File: src/rtl/mux_stream_rr.sv
// mux_stream_rr: registered CH-way stream multiplexer with valid/ready handshakes.
// Mode 0 forwards the channel named by `select`; mode 1 arbitrates round-robin
// starting after the most recently granted channel. A single output slot gives
// one-cycle latency and full throughput when the consumer drains and refills
// in the same cycle.
module mux_stream_rr #(
  parameter int unsigned N    = 4,
  parameter int unsigned CH   = 8,
  parameter int unsigned SELW = $clog2(CH)
) (
  input  logic              clk,
  input  logic              reset,
  input  logic [CH*N-1:0]   d,
  input  logic [CH-1:0]     valid_in,
  output logic [CH-1:0]     ready_in,
  input  logic              mode,
  input  logic [SELW-1:0]   select,
  output logic [N-1:0]      exit,
  output logic              exit_valid,
  input  logic              exit_ready,
  output logic [SELW-1:0]   exit_ch
);

  localparam int unsigned SW1 = SELW + 1;

  typedef enum logic {
    EMPTY = 1'b0,
    FULL  = 1'b1
  } slot_e;

  slot_e           slot_q, slot_d;
  logic [N-1:0]    exit_q, exit_d;
  logic [SELW-1:0] exit_ch_q, exit_ch_d;
  logic [SELW-1:0] ptr_q, ptr_d;

  logic            load;
  logic            accept;
  logic            grant_valid;
  logic [SELW-1:0] grant_idx;
  logic [N-1:0]    grant_data;
  logic [SW1-1:0]  rr_sum;

  // Grant selection: fixed select in mode 0, first valid channel after ptr in mode 1.
  // The round-robin index is kept one bit wider so ptr+i (< 2*CH) can be
  // wrapped by a single subtract, which also works for non-power-of-two CH.
  always_comb begin
    grant_valid = 1'b0;
    grant_idx   = '0;
    rr_sum      = '0;
    if (!mode) begin
      for (int unsigned k = 0; k < CH; k++) begin
        if (select == SELW'(k) && valid_in[k]) begin
          grant_valid = 1'b1;
          grant_idx   = SELW'(k);
        end
      end
    end else begin
      for (int unsigned i = 1; i <= CH; i++) begin
        rr_sum = {1'b0, ptr_q} + SW1'(i);
        if (rr_sum >= SW1'(CH)) begin
          rr_sum = rr_sum - SW1'(CH);
        end
        if (!grant_valid && valid_in[rr_sum[SELW-1:0]]) begin
          grant_valid = 1'b1;
          grant_idx   = rr_sum[SELW-1:0];
        end
      end
    end
  end

  // Data mux for the granted channel.
  always_comb begin
    grant_data = '0;
    for (int unsigned k = 0; k < CH; k++) begin
      if (grant_idx == SELW'(k)) begin
        grant_data = d[k*N +: N];
      end
    end
  end

  // Handshake: slot can load when empty or draining; ready goes to the granted channel only.
  always_comb begin
    load     = (slot_q == EMPTY) || exit_ready;
    accept   = load && grant_valid && !reset;
    ready_in = '0;
    for (int unsigned k = 0; k < CH; k++) begin
      ready_in[k] = accept && (grant_idx == SELW'(k));
    end
  end

  // Next-state for the output slot and round-robin pointer.
  always_comb begin
    slot_d    = slot_q;
    exit_d    = exit_q;
    exit_ch_d = exit_ch_q;
    ptr_d     = ptr_q;
    if (accept) begin
      slot_d    = FULL;
      exit_d    = grant_data;
      exit_ch_d = grant_idx;
      if (mode) begin
        ptr_d = grant_idx;
      end
    end else if (exit_ready) begin
      slot_d = EMPTY;
    end
  end

  // State registers; ptr resets to CH-1 so channel 0 has first priority.
  always_ff @(posedge clk) begin
    if (reset) begin
      slot_q    <= EMPTY;
      exit_q    <= '0;
      exit_ch_q <= '0;
      ptr_q     <= SELW'(CH - 1);
    end else begin
      slot_q    <= slot_d;
      exit_q    <= exit_d;
      exit_ch_q <= exit_ch_d;
      ptr_q     <= ptr_d;
    end
  end

  assign exit       = exit_q;
  assign exit_valid = (slot_q == FULL);
  assign exit_ch    = exit_ch_q;

endmodule

File: config.mk
export PLATFORM = sky130hd
export DESIGN_NAME = mux_stream_rr
export DESIGN_NICKNAME = d
export VERILOG_FILES = /design/src/rtl/mux_stream_rr.sv
export SDC_FILE = /design/constraint.sdc
export NUM_CORES = 1
export LEC_CHECK = 0
export ABC_AREA = 1
export BUFFER_PORTS_ARGS = -buffer_cell sky130_fd_sc_hd__buf_2
export CAP_MARGIN = 20
export CELL_PAD_IN_SITES_DETAIL_PLACEMENT = 1
export CELL_PAD_IN_SITES_GLOBAL_PLACEMENT = 2
export CORE_UTILIZATION = 26
export CTS_CLUSTER_SIZE = 14
export DETAILED_ROUTE_END_ITERATION = 6
export GPL_TIMING_DRIVEN = 0
export PLACE_DENSITY = 0.95
export SLEW_MARGIN = 20
export SYNTH_ARGS = -nofsm -noshare
export SYNTH_HDL_FRONTEND = slang
export SYNTH_SLANG_ARGS = --single-unit
File: constraint.sdc
create_clock -name clk -period 5.5 [get_ports clk]
set_clock_uncertainty 0.15 [all_clocks]
set_input_delay 0.55 -clock clk [delete_from_list [all_inputs] [get_ports clk]]
set_output_delay 0.55 -clock clk [all_outputs]
set_load 0.02 [all_outputs]
==> results of run 1 <==
-- how the worst max path moves through the flow --
| stage | to | slack [ns] | cells past startpoint |
|---|---|---|---|
| CTS | ready_in[3] | 1.32 | 19 |
| detailed placement | ready_in[0] | 1.58 | 15 |
| global placement | ready_in[3] | 1.57 | 19 |
| finish | ready_in[7] | 1.34 | 19 |
| floorplan | ready_in[0] | 1.88 | 16 |
| global route | ready_in[3] | 1.02 | 19 |
-- area by class of cell --
cell class | instances | area, sq um
clock buffers | 3 | 41.3
clock inverters | 1 | 5.00
inverters | 41 | 158
repair buffers | 62 | 310
fillers | 900 | 4190
well taps | 77 | 96.3
multi-input cells | 251 | 1280
plain buffers | 6 | 48.8
flip-flops and latches | 11 | 220
-- registers in the layout, indices dropped and copies added, names as in the netlist --
signal / flops
exit: 4
exit_ch: 3
exit_valid: 1
ptr_q: 3
-- worst reg2reg max path, cell delays in order (launching register included) --
cell and delay [ns]:
dfxtp_1 0.33, buf_4 0.20, clkinv_2 0.16, ha_1 0.41, inv_1 0.24, nand3_1 0.18
nand3_2 0.12, nand2_2 0.10, nor2_4 0.16, nand4_4 0.11, nor2_4 0.19, nand3_2 0.10
nand3_1 0.09, nand3_2 0.10, nand2_4 0.16, nand2_2 0.11, nor2_1 0.22, inv_1 0.12
nor2_1 0.10, nor2_1 0.04, nand2_1 0.10, a21oi_2 0.05
-- power by group through the flow --
stage,clock network [mW],logic [mW],registers (mW)
global route,0.0932,0.377,0.0953
CTS,0.0864,0.337,0.0943
detailed placement,0,0.336,0.0956
finish,0.0855,0.335,0.0941
global placement,0,0.329,0.0953
floorplan,0,0.235,0.104
-- metal layers --
layer	GRT usage, %	up-vias	routed length, um
met2	31.5	34	2870
li1	-	1135	-
met5	0	-	0
met4	3.76	0	75
met1	23.7	1021	2920
met3	1.79	9	134
-- placed cells by master, fill, tap and decap left out, types with 2 or more instances in the layout --
cell type and count:
nand3_2 4, nor2_4 3, dfxtp_1 11, nor2_1 43
buf_2 62, ha_1 2, nand4_1 9, inv_2 7
a22oi_1 2, a21oi_1 10, nand2_2 7, nand2_1 90
o21ai_0 7, nand3_1 48, clkbuf_8 3, nor3_1 4
inv_1 32, nor2_2 3, clkinv_2 2, buf_6 3
a21oi_2 3, clkbuf_1 2, xor2_2 2
-- per-stage QoR --
step / power, mW / setup WS, ns / utilization (%) / hold WS [ns] / instances
floorplan: 0.339 / 1.88 / - / 0.395 / 309
global placement: 0.424 / 1.57 / 33.3 / 0.314 / 448
detailed placement: 0.432 / 1.58 / 33.3 / 0.316 / 448
CTS: 0.518 / 1.32 / 34.0 / 0.331 / 452
global route: 0.565 / 1.02 / 34.0 / 0.359 / 452
finish: 0.514 / 1.34 / 34.0 / 0.334 / 452
-- kinds of logic (layout without fill, tap and decap cells) --
logic type	count (synthesis)	in the layout
AND/OR/NAND/NOR	217	217
buffers and inverters	47	113
AO/OA/AOI/OAI	29	29
flip-flops	11	11
XOR/XNOR	3	3
adder cells (fa/ha/maj)	2	2
==> results.md, run 1 <==
- Yosys cell types: 37
- Number of setup buffers added after CTS: 0
- CTS tree: done
- Post-synth EDFFs: 0
- Worst-case clock buffer depth: 2
- CP max stage delay: 0.41 ns
- Pleak: between 1 and 1.5 nW
- Slew @ Worst Pin: about 0.5 ns
- WP buf/inv: 6
- H-tree depth: 1
- Largest net degree at the start of global routing: 11
- CTS buffer count: 3
- Post-synth top cells: 90 x nand2_1, 48 x nand3_1, 43 x nor2_1
- Sw Ratio: 51.6%
- Switching pwr: 265 uW
- First-pass GRT wire length: 10,300 um
- Total negative setup slack: 0 ns
- Worst-path clk slew: 0.06 ns
- Pwr dens: 238 nW/um^2
- Unrepaired setup endpoints after global routing: no
- Worst path slowest cell: ha_1
- Critical path cell sequence: buf_4 -> clkinv_2 -> ha_1 -> inv_1 -> nand3_1 -> nand3_2 -> nand2_2 -> nor2_4 -> nand4_4 -> nor2_4 -> nand3_2 -> nand2_1 -> inv_1 -> nand2_1 -> a21oi_4 -> inv_4 -> nand2_1 -> nor2_1 -> buf_2
- Setup slack, reg-to-reg: 1.82 ns
- CP startpoint kind: flip-flop
- Crit path max-delay family: simple AND/OR/NAND/NOR gates
- Highest clock rate: 0.240 GHz
- CP dominant cell by count: nand2_1
- Reg2reg start: ptr_q[1]
- Total number of vias: 2,199
- Nets: 425
- Required time worst endpoint: 4.80 ns
- Synth Register Bits: 11
- Die Ht: 83.1 um
- Min-delay worst type: flip-flop to flip-flop
- Die Span X: 83.1 um
- Die ar.: 6900 sq um
- Hold Violations, Final: 0
- Gate power share: between 60% and 70%
- Final setup vio count: 0
- GRT Residual Overflow: 0
- Io pins: 63
- ANT cells: 0
- Peak supply drop: 0.147 mV
- Period utilization: 75.6%
- 1st-iter DRT viols: between 60 and 70
- Worst Hold Launch: exit_ch[2]
- Fin area: 2160 sq um
- Hold buffers post-CTS: 0
- Worst setup path start: ptr_q[1]
- Sequential area share after synthesis: between 10% and 20%
- Max Fanout on Critical Path: 9
- Placeable Area: roughly 6300 sq um
- Worst R2R Path Depth: 21
- DR vias/cell: slightly below 5
- Compound-Gate Fraction of Synth Area: 11.0%
- Count leader, synth: nand2_1
- Synth area leader: nand2_1
- Share of post-route cells with drive strength above 1: about 29%
- Hold depth: 2
- Critical path type: flip-flop to output pin
- Cell row count: 29
- Syn Nets: approximately 360
- WP data arrival: 3.46 ns
- Vias in the first global route: 2,236
- Post-synthesis xor/xnor area fraction: 2.42%
- Post-DRT Antenna Nets: 0
- Area fraction of the dominant cell type after synthesis: 19.8%
- Top cells by area, synth: nand2_1 20%, nand3_1 14%, dfxtp_1 13%
- Initial antenna violation count: 0
- Routed Wire Length: 6000 um
- Hold endpoint: exit_ch[2]
- Post-Syn Area: 1710 sq um
- Internal Dissipation: 249 uW
- PortBufs: 62
- Post-synthesis mux area share: 0%
- GP Congestion: 0.787
- Reg2Reg Capture Point: exit[0]
- Clock network fraction of total power: 16.6%
- Area grow syn2layout: 26.5%
- Adder-cell area share of the yosys netlist: 1.46%
- Clock root buffer: clkbuf_8
- Post-detailed-route DRC marker count: 0
- Final min period: 4.16 ns
- CTS resizes: 0
- Element type at the critical path end: output pin
- Max-cap viol count: 0
- DR WL/cell: 13.3 um
- DRT Pass-1 Iters: 4
- Max-slew headroom: 66.9%
- Main flop type after synthesis: dfxtp_1
- Syn Area/Cell: 5.53 sq um
- Main combinational cell family by area after synthesis: simple AND/OR/NAND/NOR gates
- Initial cell density of the core: between 20% and 30%
- Outcome: complete, no violations
- Async set-or-reset flop fraction in the synthesized netlist: 0%
- Yosys warns: 0
- Simple-Gate Fraction of Synth Area: 60.2%
- DP HPWL: 5190 um
- Clk_lat worst skew: about 0.24 ns
- Sequential cell fraction of total power: 18.3%
- Clk sinks: 11
- Mapped Cells: a little over 300
- Post-Place Cell Area: between 2000 and 2500 sq um
- GRT Total Usage: 18.0%
- Pins Over Slew Limit: 0
Power figures use the tool's default switching activity.
==> run 2: changes to the inputs <==
--- a/config.mk
+++ b/config.mk
@@ -10,11 +10,11 @@
 export CAP_MARGIN = 20
 export CELL_PAD_IN_SITES_DETAIL_PLACEMENT = 1
 export CELL_PAD_IN_SITES_GLOBAL_PLACEMENT = 2
-export CORE_UTILIZATION = 26
+export CORE_UTILIZATION = 22
 export CTS_CLUSTER_SIZE = 14
 export DETAILED_ROUTE_END_ITERATION = 6
 export GPL_TIMING_DRIVEN = 0
-export PLACE_DENSITY = 0.95
+export PLACE_DENSITY = 0.87
 export SLEW_MARGIN = 20
 export SYNTH_ARGS = -nofsm -noshare
 export SYNTH_HDL_FRONTEND = slang
==> constraint.sdc (replaced) <==
create_clock -name clk -period 3.8 [get_ports clk]
set_clock_uncertainty 0.15 [all_clocks]
set_input_delay 0.38 -clock clk [delete_from_list [all_inputs] [get_ports clk]]
set_output_delay 0.38 -clock clk [all_outputs]
set_load 0.02 [all_outputs]
==> run 2 against run 1 <==
Against the previous run: first-iteration DRC count rose by 9.0%; global-route usage fell by 2.3 points; core utilization fell by 3.3 points; highest routed layer unchanged.
==> results.md, run 2 (synthesis gave the netlist of run 1 again) <==
- Outcome: complete, no violations (unchanged)
- Number of flip-flops in the largest register: 4 (unchanged)
- Max-slew headroom: 68.4% (was 66.9%)
- Element type at the critical path end: output pin (unchanged)
- Reg2reg start: ptr_q[0] (was ptr_q[1])
- Io pins: 63 (unchanged)
- Cell row count: 31 (was 29)
- DR WL/cell: 13.3 um (about the same)
- Required time worst endpoint: 3.27 ns (was 4.80 ns)
- DP HPWL: 5360 um (was 5190 um)
- CTS tree: done (unchanged)
- Total number of vias: 2,210 (was 2,199)
- Highest clock rate: approximately 0.28 GHz
- Most common cell after layout, fill and taps aside: nand2_1 (unchanged)
- Area grow syn2layout: 32.8% (was 26.5%)
- CTS buffer count: 3 (unchanged)
- Die Span X: 90.1 um (was 83.1 um)
- Hold buffers post-CTS: 0 (unchanged)
- GRT Residual Overflow: 0 (unchanged)
- Clock root buffer: clkbuf_8 (unchanged)
- Reg2Reg Capture Point: exit[1] (was exit[0])
- CP startpoint kind: flip-flop (unchanged)
- Worst-path clk slew: 0.05 ns (was 0.06 ns)
- Pins Over Slew Limit: 0 (unchanged)
- Max-cap viol count: 0 (unchanged)
- Total negative setup slack: 0 ns (unchanged)
- Most frequent cells in the layout: 89 x nand2_1, 62 x buf_2, 43 x nand3_1 (was 90 x nand2_1, 62 x buf_2, 48 x nand3_1)
- Hold endpoint: exit_ch[0] (was exit_ch[2])
- Pwr dens: 336 nW/um^2 (was 238 nW/um^2)
- 1st-iter DRT viols: 73 (was 67)
- Post-Place Cell Area: 2140 sq um (was 2120 sq um)
- Die Ht: 90.1 um (was 83.1 um)
- Max Fanout on Critical Path: 10 (was 9)
- First-pass GRT wire length: 10,600 um (was 10,300 um)
- PortBufs: 62 (unchanged)
- DRT Pass-1 Iters: 4 (unchanged)
- Vias in the first global route: 2,274 (was 2,236)
- Largest net degree at the start of global routing: 11 (unchanged)
- Final Util: 30.8% (was 34.0%)
- Clk_lat worst skew: 0.24 ns (about the same)
- Setup slack, reg-to-reg: 0.62 ns (was 1.82 ns)
- Hold depth: 4 (was 2)
- Post-DRT Antenna Nets: 0 (unchanged)
- H-tree depth: 1 (unchanged)
- Final min period: 3.52 ns
- Clk sinks: 11 (unchanged)
- Unrepaired setup endpoints after global routing: no (unchanged)
- Peak supply drop: 0.229 mV (was 0.147 mV)
- Worst R2R Path Depth: 20 (was 21)
- GRT Total Usage: 15.7% (was 18.0%)
- Initial antenna violation count: 0 (unchanged)
- Worst Hold Launch: reset (was exit_ch[2])
- Share of post-route cells with drive strength above 1: 31.5% (was 28.5%)
- Post-detailed-route DRC marker count: 0 (unchanged)
- Total power: 762 uW (was 514 uW)
- WP data arrival: 2.99 ns (was 3.46 ns)
- Worst-case clock buffer depth: 2 (unchanged)
- Period utilization: 92.7%
- Final setup vio count: 0 (unchanged)
- Min-delay worst type: input port to flip-flop (was flip-flop to flip-flop)
- Critical path type: flip-flop to output pin (unchanged)
- Final hold slack: 0.276 ns (was 0.334 ns)
- GP Congestion: 0.829 (was 0.787)
- Slew @ Worst Pin: 0.473 ns (was 0.496 ns)
- Die ar.: 8130 sq um (was 6900 sq um)
- ANT cells: 0 (unchanged)
- Placeable Area: 7370 sq um (was 6350 sq um)
- DR vias/cell: 4.63 (was 4.87)
- Nets: 428 (was 425)
- Hold Violations, Final: 0 (unchanged)
- Fin area: 2270 sq um (was 2160 sq um)
- Routed Wire Length: 6320 um (was 6000 um)
- Initial cell density of the core: 23.2% (was 26.9%)
- Pleak: 1.21 nW (was 1.19 nW)
[run 2: how the worst max path moves through the flow]
stage,startpoint,end,depth (start not counted)
finish,ptr_q[0],ready_in[4],18
global placement,ptr_q[1],ready_in[0],15
CTS,ptr_q[1],ready_in[4],19
detailed placement,ptr_q[1],ready_in[0],15
floorplan,ptr_q[1],ready_in[0],16
global route,ptr_q[0],ready_in[3],18
[run 2: what timing repair did]
item	4_1_cts	5_1_grt
setup endpoints to repair	8	12
buffers inserted	0	3
pin swaps	0	2
gates resized for setup	6	9
cloned	0	0
[run 2: layout make-up]
type	count	area (sq um)
fillers	1019	5100
multi-input cells	251	1330
repair buffers	65	333
flip-flops and latches	11	220
inverters	41	161
well taps	99	124
plain buffers	6	53.8
clock buffers	4	45.0
[run 2: worst max-delay path, stage by stage (launching register included)]
cell and delay [ns]:
dfxtp_1 0.38, inv_2 0.13, ha_4 0.31, inv_4 0.12, nand3_2 0.12, nand3_2 0.10
nand2_2 0.10, nor2_4 0.14, nand4_4 0.11, nor2_4 0.20, nand3_2 0.09, nand2_1 0.07
inv_1 0.04, nand2_1 0.09, a21oi_4 0.09, inv_4 0.10, nand2_1 0.13, nor3_1 0.21
buf_2 0.21
[run 2: through the flow]
step	setup WS, ns	instances
finish	0.277	477
global route	0.00332	477
CTS	0.0277	474
detailed placement	-0.105	470
global placement	-0.0430	470
floorplan	0.352	309
[run 2: power by group]
| group | total, mW | internal [mW] | switching, mW |
|---|---|---|---|
| Combinational | 0.510 | 0.170 | 0.340 |
| Sequential | 0.136 | 0.129 | 0.00655 |
| Clock | 0.117 | 0.0736 | 0.0431 |
| Total | 0.762 | 0.372 | 0.390 |
[run 2: metal layers]
layer	share of wire [%]	GRT usage, %	wire, um
met4	1.6	4.70	100
met5	0	0	0
met3	1.3	0.508	84
met2	51	28.1	3260
met1	46	20.3	2880
